===== src/rtl/poly_arith_pkg.sv =====
// Shared constants and types for the polynomial-arithmetic datapath.
// The tag id is sized for the largest supported requester count (8).
package poly_arith_pkg;

    localparam int WORD_W   = 64;
    localparam int TAG_ID_W = 3;

    localparam logic [WORD_W-1:0] Q_MOD = 64'd18434813901432784897;

    typedef struct packed {
        logic                valid;
        logic [TAG_ID_W-1:0] id;
    } mul_tag_t;

endpackage


===== src/rtl/rr_arbiter.sv =====
// Round-robin arbiter: combinational one-hot grant searching from last+1,
// pointer advances to the granted index on a completed handshake.
module rr_arbiter #(
    parameter int NUM_REQ = 4,
    parameter int ID_W    = $clog2(NUM_REQ)
) (
    input  logic               clk,
    input  logic               rst,
    input  logic [NUM_REQ-1:0] req,
    input  logic               hold,
    input  logic               advance,
    output logic [NUM_REQ-1:0] grant,
    output logic [ID_W-1:0]    grant_id
);

    logic [ID_W-1:0] last_reg;
    logic [ID_W-1:0] idx;
    logic            found;

    always_ff @(posedge clk) begin
        if (rst) begin
            last_reg <= ID_W'(NUM_REQ - 1);
        end else if (advance) begin
            last_reg <= grant_id;
        end
    end

    // Grants are suppressed while in reset so nothing is issued in that cycle.
    always_comb begin
        grant    = '0;
        grant_id = '0;
        found    = 1'b0;
        idx      = '0;
        for (int k = 1; k <= NUM_REQ; k++) begin
            idx = ID_W'((int'(last_reg) + k) % NUM_REQ);
            if (!found && req[idx] && !hold && !rst) begin
                grant[idx] = 1'b1;
                grant_id   = idx;
                found      = 1'b1;
            end
        end
    end

endmodule


===== src/rtl/mul_scheduler.sv =====
// Shares one pipelined modular multiplier among NUM_REQ requesters; a tag
// pipeline matched to the multiplier latency routes each product back.
module mul_scheduler
    import poly_arith_pkg::*;
#(
    parameter int NUM_REQ     = 4,
    parameter int MUL_LATENCY = 6,
    parameter int ID_W        = $clog2(NUM_REQ)
) (
    input  logic                      clk,
    input  logic                      rst,
    input  logic [NUM_REQ-1:0]        req_valid,
    output logic [NUM_REQ-1:0]        req_ready,
    input  logic [NUM_REQ*WORD_W-1:0] req_a,
    input  logic [NUM_REQ*WORD_W-1:0] req_b,
    input  logic                      hold,
    output logic [WORD_W-1:0]         mul_ina,
    output logic [WORD_W-1:0]         mul_inb,
    output logic                      mul_start,
    input  logic [WORD_W-1:0]         mul_out,
    input  logic                      mul_done,
    output logic                      res_valid,
    output logic [ID_W-1:0]           res_id,
    output logic [WORD_W-1:0]         res_data,
    output logic                      busy,
    output logic                      err_sync
);

    localparam int MASK_W = $clog2(MUL_LATENCY + 1);

    logic [NUM_REQ-1:0]     grant;
    logic [ID_W-1:0]        grant_id;
    logic                   handshake;

    logic [WORD_W-1:0]      mul_ina_reg;
    logic [WORD_W-1:0]      mul_inb_reg;
    logic                   mul_start_reg;
    logic [ID_W-1:0]        issue_id_reg;

    mul_tag_t               tag_reg [MUL_LATENCY];
    logic [MUL_LATENCY-1:0] tag_valid;
    mul_tag_t               last_tag;

    logic                   res_valid_reg;
    logic [ID_W-1:0]        res_id_reg;
    logic [WORD_W-1:0]      res_data_reg;
    logic                   err_sync_reg;
    logic [MASK_W-1:0]      mask_cnt_reg;

    assign req_ready = grant;
    assign handshake = |(req_valid & grant);

    rr_arbiter #(
        .NUM_REQ (NUM_REQ),
        .ID_W    (ID_W)
    ) u_arb (
        .clk      (clk),
        .rst      (rst),
        .req      (req_valid),
        .hold     (hold),
        .advance  (handshake),
        .grant    (grant),
        .grant_id (grant_id)
    );

    // Operands hold their last value between issues.
    always_ff @(posedge clk) begin
        if (rst) begin
            mul_ina_reg   <= '0;
            mul_inb_reg   <= '0;
            mul_start_reg <= 1'b0;
            issue_id_reg  <= '0;
        end else begin
            mul_start_reg <= handshake;
            if (handshake) begin
                mul_ina_reg  <= req_a[int'(grant_id)*WORD_W +: WORD_W];
                mul_inb_reg  <= req_b[int'(grant_id)*WORD_W +: WORD_W];
                issue_id_reg <= grant_id;
            end
        end
    end

    always_ff @(posedge clk) begin
        if (rst) begin
            tag_reg[0] <= '0;
        end else begin
            tag_reg[0] <= {mul_start_reg, TAG_ID_W'(issue_id_reg)};
        end
    end

    generate
        for (genvar gi = 1; gi < MUL_LATENCY; gi++) begin : g_tag_stage
            always_ff @(posedge clk) begin
                if (rst) begin
                    tag_reg[gi] <= '0;
                end else begin
                    tag_reg[gi] <= tag_reg[gi-1];
                end
            end
        end
        for (genvar gi = 0; gi < MUL_LATENCY; gi++) begin : g_tag_valid
            assign tag_valid[gi] = tag_reg[gi].valid;
        end
    endgenerate

    assign last_tag = tag_reg[MUL_LATENCY-1];

    always_ff @(posedge clk) begin
        if (rst) begin
            res_valid_reg <= 1'b0;
            res_id_reg    <= '0;
            res_data_reg  <= '0;
        end else begin
            res_valid_reg <= last_tag.valid;
            if (last_tag.valid) begin
                res_id_reg   <= last_tag.id[ID_W-1:0];
                res_data_reg <= mul_out;
            end
        end
    end

    // The multiplier is not reset, so done pulses of dropped products may
    // still arrive for MUL_LATENCY cycles; the mask counter ignores them.
    always_ff @(posedge clk) begin
        if (rst) begin
            err_sync_reg <= 1'b0;
            mask_cnt_reg <= MASK_W'(MUL_LATENCY);
        end else begin
            if (mask_cnt_reg != '0) begin
                mask_cnt_reg <= mask_cnt_reg - 1'b1;
            end else if (mul_done != last_tag.valid) begin
                err_sync_reg <= 1'b1;
            end
        end
    end

    assign mul_ina   = mul_ina_reg;
    assign mul_inb   = mul_inb_reg;
    assign mul_start = mul_start_reg;
    assign res_valid = res_valid_reg;
    assign res_id    = res_id_reg;
    assign res_data  = res_data_reg;
    assign err_sync  = err_sync_reg;
    assign busy      = (|tag_valid) | mul_start_reg | res_valid_reg;

endmodule


===== config.mk =====
export PLATFORM = sky130hd
export DESIGN_NAME = mul_scheduler
export DESIGN_NICKNAME = d
export VERILOG_FILES = /design/src/rtl/poly_arith_pkg.sv /design/src/rtl/rr_arbiter.sv /design/src/rtl/mul_scheduler.sv
export SDC_FILE = /design/constraint.sdc
export NUM_CORES = 1
export LEC_CHECK = 0
export BUFFER_PORTS_ARGS = -buffer_cell sky130_fd_sc_hd__buf_2
export CORE_AREA = 2 2 307 309
export CTS_BUF_LIST = sky130_fd_sc_hd__clkbuf_8
export CTS_CLUSTER_DIAMETER = 200
export DETAILED_ROUTE_END_ITERATION = 10
export DIE_AREA = 0 0 309 311
export HOLD_SLACK_MARGIN = 0.03
export PLACE_DENSITY_LB_ADDON = 0.15
export SETUP_SLACK_MARGIN = 0.15
export SYNTH_ARGS = -nofsm -noshare
export SYNTH_HDL_FRONTEND = slang
export SYNTH_SLANG_ARGS = --single-unit

===== constraint.sdc =====
create_clock -name clk -period 5.3 [get_ports clk]
set_input_delay 0.53 -clock clk [delete_from_list [all_inputs] [get_ports clk]]
set_output_delay 0.53 -clock clk [all_outputs]
set_load 0.01 [all_outputs]

==> metrics.txt, run 1 <==
initial antenna violation count=22; Max Clock Skew=27.7 ps; Synth Area per Inst=13.3 µm²; Reg clk slew, reported paths=70 ps; Slowest-stage cell, CP=dfxtp_1; largest fanout on the critical path=14; Vert. Die Dim=311 µm; relative slew slack=32.3%; #FFs+latches synth=222; Power Dens Cells=411 mW/mm²; port bufs=785; share of cells above drive strength 1=62.5%; DP Worst Slack=1100 ps; DRT Pass-1 Iters=5; Starting Density=11.5%; # fillers=10387; FP Rows=112; I/O pins=786; Distinct cells, synth=40; Remaining DRCs=0; setup TNS=0 ps; Worst-Skew Late Latency=630 ps; register area share after synthesis=41.7%; CTS buffer count=46; period utilization=79.2%; family with the most delay on the worst path=flip-flops; first-pass GRT wire length=77600 µm; vias in the first global route=11020; Worst EP required=4770 ps; worst hold path type=in -> reg; GRT Total Usage=11.1%; main area contributors after synthesis=dfxtp_1 (42%), mux4_2 (28%), a22o_1 (11%); Root Buffer=clkbuf_8; reported max-cap violation count=0; Final WS setup=1100 ps; Hold Fails Final Rpt=0; FMAX=238 MHz; Mapped Nets=1393; Synth Cell Area=0.0107 mm²; chip width=309 µm; slowest stage delay, CP=730 ps; crit path capture type=output pin; fin nets=2171; Hold WS=132 ps; DRT antenna net count=0; routed vias=10279; WP buf/inv=2; Synth top area share=41.7%; area leader, netlist=dfxtp_1; crit-path cells=inv_1, ha_1, mux4_2, and2_1, a222oi_1, nand2_1, buf_2; Data arrival, critical path=3670 ps; wire per inst=19.5 µm; Multi-input gate area=0.00578 mm²; PostCTS Resize Cnt=0; Gate Count Post-Synth=799; # clock sinks=222; unrepaired setup endpoints after global routing=no; largest net degree at the start of global routing=137; actual slew at the worst max-slew pin=1020 ps; vias per cell=3.58; R2R Setup Slk=1110 ps; yosys warns=0; Leakage=7.69 nW; Routed WL=56000 µm; DR iter-0 viols=501; Reg area=0.00445 mm²; Die ar.=0.0961 mm²; Pins Over Slew Limit=0; Synth-to-Final Area Change=59.5%; Post-DP HPWL=43400 µm; CTS tree=done; min Tclk post-route=4200 ps; Core ar.=0.0928 mm²; commonest non-fill, non-tap cell in the layout=buf_2; most frequent cells in the layout=buf_2 (784), dfxtp_1 (221), mux4_2 (132), a22o_1 (132), nor2_1 (75); CP Launch Type=flip-flop; EDFF count, synth=0; CTS H-tree lvls=2; status=finished clean; Final Setup Violations=0; ys flop type=dfxtp_1; Overflow after GRT=0; ys async rst share=0%; VDD IR max=0.000177 V; WS Path Type=reg -> out; Max Root-Sink Buffers=3; Placer Congestion=0.834; Post-CTS Setup Bufs=0
-- cell families (layout without fill, tap and decap cells) --
family / after synthesis / after routing / synth area share (%)
muxes: 204 / 204 / 34.7
AOI/OAI and AO/OA: 152 / 152 / 12.3
xor gates and xnor gates: 2 / 2 / 0.164
DFF: 222 / 222 / 41.7
other: 0 / 8 / 0
adders and majority gates: 10 / 10 / 1.17
and+or+nand+nor: 123 / 123 / 5.54
buffers and inverters: 86 / 897 / 4.43
-- tightest hold or removal path, delay by kind of cell --
kind | cells | cell delay [ps]
buf+inv | 1 | 70
mux | 1 | 50
simple gates | 1 | 70
-- final timing paths --
| check | cells after the start | end | startpoint |
|---|---|---|---|
| max | 7 | req_ready[1] | u_arb.last_reg[0] |
| min | 3 | res_data[42] | mul_out[42] |
| max reg2reg | 10 | mul_ina[31] | u_arb.last_reg[0] |
| min reg2reg | 1 | tag_reg[3][1] | tag_reg[2][1] |
-- cells in the mapped netlist (7+ instances only) --
library cell and count:
buf_6 14, a22o_1 132, nand2b_1 7, clkbuf_1 21
nor2_1 76, ha_1 10, buf_2 32, inv_1 7
mux2i_1 71, dfxtp_1 222, mux4_2 132, nor2b_1 19
buf_1 11
-- layer usage --
metal  GRT usage [%]  up-vias  wire (µm)
li1                -     4728          -
met1            11.8     4895      20500
met2            19.9      552      28300
met3            4.23       98       5570
met4            3.63        6       1550
met5               0        -         41
-- timing repair --
action                                  in CTS  in global routing
hold endpoints to repair                    13                  0
hold buffers                                13                  0
endpoints found under the setup margin       0                  0
-- where the power goes --
group          switching [mW]  leakage [nW]  total, mW  internal [mW]
clock network           0.862         0.537       1.88           1.01
logic                    1.42          5.35       2.79           1.38
registers               0.247          1.81       2.32           2.07
-- final cells by class --
class                   count  share of cell area [%]
multi-input cells         491                    34.0
flip-flops and latches    222                    26.2
repair buffers            809                    24.8
well taps                1254                    9.23
clock buffers              60                    4.86
clock inverters            21                   0.618
inverters                   7                   0.155
diodes                      8                   0.118
-- per-stage QoR --
step / power, mW / util, % / std cells / instance area, µm²
6_report: 6.99 / 18.3 / 2872 / 17000
5_1_grt: 7.47 / 18.3 / 2869 / 17000
4_1_cts: 7.22 / 18.3 / 2864 / 17000
3_5_place_dp: 5.23 / 17.2 / 2770 / 15900
3_3_place_gp: 5.23 / 17.2 / 2770 / 15900
2_1_floorplan: 4.05 / - / 799 / 10700
No activity file was read; power rests on OpenSTA's default activity.
==> inputs of run 2 (changes only) <==
--- a/config.mk
+++ b/config.mk
@@ -5,6 +5,7 @@
 export SDC_FILE = /design/constraint.sdc
 export NUM_CORES = 1
 export LEC_CHECK = 0
+export ABC_AREA = 1
 export BUFFER_PORTS_ARGS = -buffer_cell sky130_fd_sc_hd__buf_2
 export CORE_AREA = 2 2 307 309
 export CTS_BUF_LIST = sky130_fd_sc_hd__clkbuf_8
==> constraint.sdc (replaced) <==
create_clock -name clk -period 3.99 [get_ports clk]
set_input_delay 0.399 -clock clk [delete_from_list [all_inputs] [get_ports clk]]
set_output_delay 0.399 -clock clk [all_outputs]
set_load 0.01 [all_outputs]
==> run 2 against run 1 <==
Power is 85% higher. Clock-buffer cell count is 2 higher. Utilization is 4.1 points higher. Sequential share of layout area shrank 4.8 points. Combinational power grew to 2.6 times the previous value. Sequential power rose by 29%. Clock power increased by 41%. Cell count is 55% higher. Register-to-register slack lost 510 ps. Critical endpoint is now mul_inb[62]. Via count increased by 65%. Setup slack got worse by 510 ps. Non-clock buffer count increased by 96.
==> metrics.txt, run 2 <==
CTS H-tree lvls=2 (unchanged); Placer Congestion=0.824 (-1.2%); initial antenna violation count=16 (-27%); GRT met3 Usage=4.30% (+0.075 points); final core utilization=22.5% (+4.1 points); area leader, netlist=dfxtp_1; CTS tree=done; Overflow after GRT=0 (unchanged); Max Root-Sink Buffers=3 (unchanged); most used cell along the critical path=nand2_1; Hold Fails Final Rpt=0 (unchanged); Data arrival, critical path=3900 ps (+230 ps); Final Setup Violations=0 (unchanged); largest family of logic cells by synthesized area=simple AND/OR/NAND/NOR gates; ys async rst share=0% (unchanged); M2 GR Usage=25.3% (+5.4 points); unrepaired setup endpoints after global routing=no; Worst EP required=4500 ps (-270 ps); total power=12.9 mW (+85%); Root Buffer=clkbuf_8; register area share after synthesis=32.3% (-9.4 points); Vert. Die Dim=311 µm (unchanged); DRT antenna net count=0 (unchanged); first-pass GRT wire length=104000 µm (+33%); Reg clk slew, reported paths=60 ps (about the same); Distinct cells, synth=26 (-35%); VDD IR max=0.000560 V (+220%); Worst-Skew Late Latency=640 ps (about the same); Post-synth top cells=nand2_1 (830), nor2_1 (309), inv_1 (292), dfxtp_1 (222), o21ai_0 (145); EDFF count, synth=0 (unchanged); # fillers=10915 (+5.1%); period utilization=85.1%; most frequent cells in the layout=nand2_1 (828), buf_2 (784), nor2_1 (309); I/O pins=786 (unchanged); fraction of synthesized area in multiplexers=0% (-35 points); Top Usage Layer GRT=met2; family with the most delay on the worst path=simple AND/OR/NAND/NOR gates; Post-DP HPWL=54300 µm (+25%); WP buf/inv=4 (+2); post-route cell area=0.0208 mm² (+23%); Slowest-stage cell, CP=dfxtp_1; Remaining DRCs=0 (unchanged); largest net degree at the start of global routing=111 (-19%); largest fanout on the critical path=70 (+56); Post-Synth XOR/XNOR Area=0.0636% (-0.10 points); relative slew slack=45.8% (+13 points); compound-gate portion of the synthesized area=9.98% (-2.3 points); grt met1 use=15.9% (+4.0 points); port bufs=785 (unchanged); commonest non-fill, non-tap cell in the layout=nand2_1; DRT Pass-1 Iters=7 (+2); status=finished clean; routed vias=16934 (+65%); CP Launch Type=flip-flop; Core ar.=0.0928 mm² (unchanged); dominant cell by count in the synthesized netlist=nand2_1; Synth Area in Adders=0.909% (-0.27 points); crit path capture type=flip-flop; WS Path Type=reg -> reg; ys flop type=dfxtp_1; vias per cell=3.80 (+6.0%); Max Clock Skew=28.3 ps (+0.611 ps); FMAX=295 MHz; reported max-cap violation count=0 (unchanged); Power Dens Cells=621 mW/mm² (+51%); Mapped Nets=2964 (+110%); Synth Area per Inst=5.81 µm² (-56%); Leakage=11.5 nW (+49%); Synth top area share=32.3% (-9.4 points); Pins Over Slew Limit=0 (unchanged); yosys warns=0 (unchanged); wire per inst=15.8 µm (-19%); Synth-to-Final Area Change=51.5%; PostCTS Resize Cnt=0 (unchanged); simple-gate share of the synthesized area=43.1% (+38 points); Routed WL=70300 µm (+26%); vias in the first global route=17201 (+56%); main area contributors after synthesis=dfxtp_1 (32%), nand2_1 (23%), nor2_1 (8.4%); Starting Density=14.8% (+3.3 points); #FFs+latches synth=222 (unchanged); setup TNS=0 ps (unchanged); Hold WS=183 ps (+51.0 ps); R2R Setup Slk=600 ps (-510 ps); FP Rows=112 (unchanged); min Tclk post-route=3390 ps; GRT Total Usage=14.0% (+2.9 points); Synth Cell Area=0.0138 mm² (+29%); Gate Count Post-Synth=2370 (+200%); worst hold path type=in -> reg; actual slew at the worst max-slew pin=813 ps (-202 ps); slowest stage delay, CP=480 ps (-250 ps); area post-placement=0.0192 mm² (+20%); crit-path cells=inv_1, ha_1, inv_1, nand3_2, nand3_2, a21oi_1, nand2_4, nand2_8, clkinv_2, buf_12, nand2_1, nand2_1, nand2_1, o21ai_1, nor2_1, nor2_1; # clock sinks=222 (unchanged); share of cells above drive strength 1=29.4% (-33 points); Die ar.=0.0961 mm² (unchanged); CTS buffer count=50 (+8.7%); DR iter-0 viols=671 (+34%); chip width=309 µm (unchanged); fin nets=3759 (+73%)
[run 2: changes by cell type after synthesis, moves of 69 or more]
cell,change
nand2_1,+824
inv_1,+285
nor2_1,+233
o21ai_0,+142
nand3_1,+135
a22o_1,-132
mux4_2,-132
nand3b_1,+109
mux2i_1,-71
o21ai_1,+69
[run 2: through the flow]
stage | instances | worst slack [ps]
floorplan | 2370 | 1440
global placement | 4302 | 624
detailed placement | 4302 | 626
CTS | 4455 | 628
global route | 4460 | 323
finish | 4462 | 596
[run 2: power breakdown]
| part | internal, mW | total, mW | switching, mW |
|---|---|---|---|
| logic | 2.52 | 7.27 | 4.75 |
| clock network | 1.47 | 2.66 | 1.19 |
| registers | 2.73 | 3.00 | 0.275 |
[run 2: cell families after synthesis]
group                    count (synthesis)
AO/OA/AOI/OAI                          274
adder cells (fa/ha/maj)                 10
flip-flops                             222
AND/OR/NAND/NOR                       1404
buffers and inverters                  459
XOR/XNOR                                 1
[run 2: layout make-up]
| cell class | instances | area (µm²) | share of cell area [%] |
|---|---|---|---|
| repair buffers | 905 | 5190 | 24.9 |
| clock buffers | 62 | 853 | 4.09 |
| inverters | 297 | 1120 | 5.37 |
| well taps | 1254 | 1570 | 7.53 |
| multi-input cells | 1689 | 7480 | 35.9 |
| diodes | 7 | 17.5 | 0.0840 |
| flip-flops and latches | 222 | 4450 | 21.3 |
| clock inverters | 26 | 168 | 0.804 |
[run 2: per-layer routing]
layer  vias to the layer above  routed length (µm)
li1                       8841                   -
met1                      7438               28800
met2                       542               34400
met3                        93                5560
met4                        20                1510
met5                         -                 115
[run 2: what timing repair did]
action,4_1_cts,5_1_grt
hold endpoints to repair,65,0
hold buffers,65,0
buffers inserted,0,0
[run 2: worst paths after layout]
check,startpoint,to,cells past startpoint
min,req_b[77],mul_inb[13],5
min reg2reg,tag_reg[1][1],tag_reg[2][1],2
max reg2reg,u_arb.last_reg[1],mul_inb[62],16
max,u_arb.last_reg[1],mul_inb[62],16
[run 2: worst reg2reg max path: cells and delay by family, from the launching register on]
kind,cells,cell delay [ps]
buf+inv,4,650
compound gates,2,380
fa+ha+maj,1,410
flops,1,480
simple gates,9,1380
